`src/rtl/m_key_repeat_pkg.sv`:
```
`default_nettype none
// ============================================================================
//  Module      : m_key_repeat_pkg
//  Description : Shared state encodings and widths for the key auto-repeat block.
//  Revision    : 1.0  initial release
// ============================================================================
package m_key_repeat_pkg;

    localparam int KR_STATE_W = 2;

    // Code 2'd3 is deliberately unused and recovers to KR_IDLE.
    typedef enum logic [KR_STATE_W-1:0] {
        KR_IDLE    = 2'd0,
        KR_PRESSED = 2'd1,
        KR_REPEAT  = 2'd2
    } kr_state_e;

endpackage : m_key_repeat_pkg
`default_nettype wire

```
`src/rtl/m_sync2.sv`:
```
`default_nettype none
// ============================================================================
//  Module      : m_sync2
//  Description : Two-flop level synchronizer, cleared to 0 by synchronous reset.
//  Revision    : 1.0  initial release
// ============================================================================
module m_sync2 (
    input  logic clk,
    input  logic rst,
    input  logic d,
    output logic q
);

    logic r_s1_q;
    logic r_s2_q;

    always_ff @(posedge clk) begin
        if (rst) begin
            r_s1_q <= 1'b0;
            r_s2_q <= 1'b0;
        end else begin
            r_s1_q <= d;
            r_s2_q <= r_s1_q;
        end
    end

    assign q = r_s2_q;

endmodule : m_sync2
`default_nettype wire

```
`src/rtl/m_key_repeat.sv`:
```
`default_nettype none
// ============================================================================
//  Module      : m_key_repeat
//  Description : Press pulse plus delayed auto-repeat pulse train from a
//                debounced key level, for the time-setting counters.
//  Revision    : 1.0  initial release
// ============================================================================
module m_key_repeat
    import m_key_repeat_pkg::*;
#(
    parameter int HOLD_CYCLES   = 50_000_000,
    parameter int REPEAT_CYCLES = 10_000_000,
    parameter int CNT_W         = 26
) (
    input  logic clk,
    input  logic rst,
    input  logic en,
    input  logic sw_in,
    output logic pulse,
    output logic held
);

    localparam logic [CNT_W-1:0] C_HOLD_LAST   = CNT_W'(HOLD_CYCLES - 1);
    localparam logic [CNT_W-1:0] C_REPEAT_LAST = CNT_W'(REPEAT_CYCLES - 1);
    localparam logic [CNT_W-1:0] C_CNT_ONE     = CNT_W'(1);

    logic             w_sw_sync;
    kr_state_e        r_state_q;
    logic [CNT_W-1:0] r_cnt_q;
    logic             r_pulse_q;
    logic             r_held_q;

    m_sync2 u_sync (
        .clk (clk),
        .rst (rst),
        .d   (sw_in),
        .q   (w_sw_sync)
    );

    // Release or disable takes precedence over any terminal count.
    always_ff @(posedge clk) begin
        if (rst) begin
            r_state_q <= KR_IDLE;
            r_cnt_q   <= '0;
            r_pulse_q <= 1'b0;
            r_held_q  <= 1'b0;
        end else if (!en || !w_sw_sync) begin
            r_state_q <= KR_IDLE;
            r_cnt_q   <= '0;
            r_pulse_q <= 1'b0;
            r_held_q  <= 1'b0;
        end else begin
            case (r_state_q)
                KR_IDLE: begin
                    r_state_q <= KR_PRESSED;
                    r_cnt_q   <= '0;
                    r_pulse_q <= 1'b1;
                    r_held_q  <= 1'b0;
                end
                KR_PRESSED: begin
                    if (r_cnt_q == C_HOLD_LAST) begin
                        r_state_q <= KR_REPEAT;
                        r_cnt_q   <= '0;
                        r_pulse_q <= 1'b1;
                        r_held_q  <= 1'b1;
                    end else begin
                        r_cnt_q   <= r_cnt_q + C_CNT_ONE;
                        r_pulse_q <= 1'b0;
                    end
                end
                KR_REPEAT: begin
                    if (r_cnt_q == C_REPEAT_LAST) begin
                        r_cnt_q   <= '0;
                        r_pulse_q <= 1'b1;
                    end else begin
                        r_cnt_q   <= r_cnt_q + C_CNT_ONE;
                        r_pulse_q <= 1'b0;
                    end
                end
                default: begin
                    r_state_q <= KR_IDLE;
                    r_cnt_q   <= '0;
                    r_pulse_q <= 1'b0;
                    r_held_q  <= 1'b0;
                end
            endcase
        end
    end

    assign pulse = r_pulse_q;
    assign held  = r_held_q;

endmodule : m_key_repeat
`default_nettype wire

```
`config.mk`:
```
export PLATFORM = sky130hd
export DESIGN_NAME = m_key_repeat
export DESIGN_NICKNAME = d
export VERILOG_FILES = /design/src/rtl/m_key_repeat_pkg.sv /design/src/rtl/m_sync2.sv /design/src/rtl/m_key_repeat.sv
export SDC_FILE = /design/constraint.sdc
export NUM_CORES = 1
export LEC_CHECK = 0
export BUFFER_PORTS_ARGS = -buffer_cell sky130_fd_sc_hd__buf_4
export CAP_MARGIN = 20
export CORE_MARGIN = 4
export CORE_UTILIZATION = 30
export DETAILED_ROUTE_END_ITERATION = 7
export PLACE_DENSITY = 0.48
export SYNTH_ARGS = -nofsm -noshare
export SYNTH_HDL_FRONTEND = slang
export SYNTH_SLANG_ARGS = --single-unit
```
`constraint.sdc`:
```
create_clock -name clk -period 5.2 [get_ports clk]
set_clock_uncertainty 0.15 [all_clocks]
set_input_delay 1.56 -clock clk [delete_from_list [all_inputs] [get_ports clk]]
set_output_delay 1.56 -clock clk [all_outputs]
set_load 0.02 [all_outputs]
```
After elaboration in Yosys (flattened, before gate mapping)

Index checks and enable logic that the tools add are counted.

Memory bits (writable): 0
Bits in registers: 32
ROM bits: 0
Latch bits: 0
Input bits: 4
Memories: 0
Output and inout port bits: 2

Shifts and indexed selects: 0
Divide/modulo/power cells: 0
Multiplexer cells: 10
Reductions and logical operators: 6
Bitwise logic cells: 1
Add/subtract/negate cells: 1
$mul: 0
Eq/ne operators: 5
Order comparisons: 0

Operators by type and width:

| operator                                         | number |
|---|---|
| two-way mux 26 bit                               | 2 |
| one-hot mux 26 bit (2 select lines)              | 1 |
| adder 26 x 1 -> 26 bit (second input constant)   | 1 |
| == test 26 x 24 -> 1 bit (second input constant) | 1 |
| == test 26 bit (second input constant)           | 1 |
| one-hot mux 2 bit (3 select lines)               | 1 |
| two-way mux 1 bit                                | 3 |
| one-hot mux 1 bit (3 select lines)               | 1 |
| == test 2 x 1 -> 1 bit (second input constant)   | 1 |
| == test 2 bit (second input constant)            | 1 |
| zero test 1 bit                                  | 2 |
| zero test 2 bit                                  | 1 |
| two-way mux 2 bit                                | 1 |
| inequality test 2 bit (second input constant)    | 1 |
| one-hot mux 1 bit (2 select lines)               | 1 |
| AND reduction 2 bit                              | 1 |
| OR reduction 2 bit                               | 1 |
| logical OR 1 bit                                 | 1 |
| NOT 1 bit                                        | 1 |

Depth between registers and ports, before layout

Word-level depth: 3
Depth in mapped cells: 7

Hierarchy

From an unflattened synthesis, not the netlist that was laid out.

Cell total of the unflattened synthesis: 171
Area, all modules: 1530.2 sq um

By module, submodules not included:

| module       | instances | cells an instance | area each (sq um) |
|---|---|---|---|
| m_key_repeat | 1         | 167               | 1477.7 |
| m_sync2      | 1         | 4                 | 52.6 |

Worst setup path after synthesis

Ideal clock, no wire load.

Path kind: input port to flip-flop
Start: in rst
End: reg r_cnt_q[22]
Required time: 4971 ps
Stages: 6
Data arrival time: 2595 ps
Buffers on the path: 2
Path slack: 2375 ps
Library setup time: 79 ps
Cell sequence: and3b_1 > clkbuf_1 > nand2_1 > a211o_1 > buf_6 > a22oi_1

Word-level cells in the longest chain between the ends: 1

RTL lines:

| item                                | RTL line           | RTL |
|---|---|---|
| start: declaration                  | m_key_repeat.sv:16 | `input logic rst,` |
| OR reduction 2 bit (no source line) | -                  |  |
| end signal: assignment              | m_key_repeat.sv:67 | `r_cnt_q <= r_cnt_q + C_CNT_ONE;` |
| end signal: assignment              | m_key_repeat.sv:76 | `r_cnt_q <= r_cnt_q + C_CNT_ONE;` |
| end: declaration                    | m_key_repeat.sv:29 | `logic [CNT_W-1:0] r_cnt_q;` |

Every way passes these cells.
A chain may end at the register's enable or synchronous reset.

Worst setup path after layout

Start: in rst
End: reg r_cnt_q[21]

Same word-level chain as after synthesis.

==> results.ini <==
[routing]
drc_errors=0
drt_iter0_drc=73
vias_per_cell=5.41
num_vias=1401
routedWlPerCell_um=14.6
ant_nets=0
first_pass_iters=4
routed_wl_um=3780

[pwr]
power_density_nw_per_um2=240
power.leakage_nw=0.576
ir_drop_uv=125
p_total_mw=0.450

[finish]
area_delta_synth_final_pct=9.84
final_util=0.340
final.fill_count=574
multi_input_area_um2=990
nets=195
seqCellArea_um2=621
antenna_cells=0
drive_gt1_frac=0.123
instances_no_fill=259

[yosys]
syn_avg_cell_area_um2=9.31
synth_fp_nets=192
synth_most_common_cell=dfxtp_1
synthTopCellsByArea=dfxtp_1 36%, xor2_1 4.6%, a21oi_1 4.1%
synthArstFlopShare=0
syn_area_um2=1700
syn_inst=183
yosys_warnings=0
ys_top_cells_by_count=31 x dfxtp_1, 14 x a21oi_1, 13 x nand3_1
yosys.cell_types.count=47
synth_enable_flop_cells=0
synth_top_area_frac=0.364
yosysTopAreaCell=dfxtp_1
ys_ff_latch=31
seq_area_frac_synth=0.364
synth_ff_type=dfxtp_1

[placement]
dpl.cell_count=251
port_buffers=5
routabilityCongestion=0.822
dp_hpwl_um=2750

[clock_network]
cts_setup_buffers=0
cts_hold_buffers=0
cts_made_buffers=5
clock_path_buffers=2
htreeDepth=2
clk_pin_slew_ps=70
tritoncts=built
root_buffer=clkbuf_8
cts_resized=0
clk_latency_ps=270
cts.sinks=31

[floorplanning]
io_pins=6
core_um2=5510
initial_core_util=0.309
die_x_um=83.4
row_count=27
die_h_um=83.4
dieArea_um2=6950

[worst_setup_path]
startpoint_type=primary input
required_ps=5270
crit_arrival_ps=3100
critPathKind=primary input to register
end_kind=register
critPathMaxFanout=26

[sta]
finalHoldViolCount=0
maxSlewViolCount=0
setup_viol=0
tightest_slew_ps=966
rsz0062_at_grt=no
timing.final.crit_share=0.583
max-slew-margin-rel=0.356
whs_ps=293
fin_crit_ps=3030
tns_ps=0
maxClockFrequency_mhz=330

[global_route]
grt_first_pass_wirelength_um=6610
antenna_found_initial=0
grt_pass1_vias=1459
grt_overflow_total=0
grt_usage=0.114
grt_start_max_net_pins=27

[outcome]
status=finished, final reports clean

[hold_path]
worstHoldPathType=register to register

[flow_run]
cap_viol_max_count=0

layer usage:
layer,global-route usage,part of all wire
met1,0.147,0.50
met4,0.0490,0.0079
met5,0,0
met3,0.0298,0.031
met2,0.179,0.46
path summary, 6_finish.rpt:
path / from / end / slack (ps) / cells after the start
max: rst / r_cnt_q[21] / 2170 / 5
max reg2reg: r_cnt_q[0] / r_cnt_q[21] / 2510 / 5
min: u_sync.r_s1_q / u_sync.q / 290 / 1
min reg2reg: u_sync.r_s1_q / u_sync.q / 290 / 1
layout make-up:
cell class	count	share of cell area
multi-input cells	137	0.529
flip-flops and latches	31	0.332
clock buffers	8	0.0535
well taps	72	0.0481
repair buffers	6	0.0281
inverters	5	0.0100
cells by family after synthesis:
| kind of cell | synth area share |
|---|---|
| AOI/OAI and AO/OA | 0.194 |
| DFF | 0.364 |
| and+or+nand+nor | 0.283 |
| adders and majority gates | 0.0367 |
| muxes | 0.00587 |
| buffers and inverters | 0.0551 |
| xor gates and xnor gates | 0.0617 |
metrics by stage:
stage               area (um^2)  setup slack (ps)
floorplan                  1700              2380
CTS                        1870              2200
global placement           1760              1870
global route               1870              2100
finish                     1870              2170
detailed placement         1770              1910
sequential cells by signal, summed over array words and instances (netlist names):
register	cells
r_state_q	2
pulse	1
u_sync.q	1
u_sync.r_s1_q	1
r_cnt_q	26
worst max-delay path, cell delays in order:
cell and delay (ps):
buf_4 110, and3b_1 320, nand2_1 90, a211o_1 610, o2bb2a_1 410
where the power goes:
group	switching, mW	leakage [nW]	internal, mW
sequential	0.000274	0.250	0.238
clock	0.0860	0.0515	0.121
combinational	0.00155	0.274	0.00266
layout by cell type (no fill, tap or decap), types with 2 or more instances in the layout:
cell | synthesis | final
a21oi_1 | 14 | 14
a22oi_1 | 5 | 5
a22oi_2 | 5 | 5
and2_1 | 3 | 3
and3_1 | 6 | 6
and4_1 | 4 | 4
buf_4 | 3 | 5
clkbuf_8 | 0 | 7
dfxtp_1 | 31 | 31
ha_1 | 5 | 5
inv_1 | 5 | 5
nand2_1 | 12 | 12
nand3_1 | 13 | 13
nand3b_1 | 2 | 2
nand4_1 | 9 | 9
nor2b_1 | 2 | 2
nor3_1 | 2 | 2
o21a_1 | 2 | 2
o21ai_0 | 7 | 7
o2bb2a_1 | 2 | 2
o31ai_1 | 3 | 3
or3_1 | 5 | 5
or4_1 | 4 | 4
xnor2_1 | 3 | 3
xor2_1 | 9 | 9
Power figures use the tool's default switching activity.
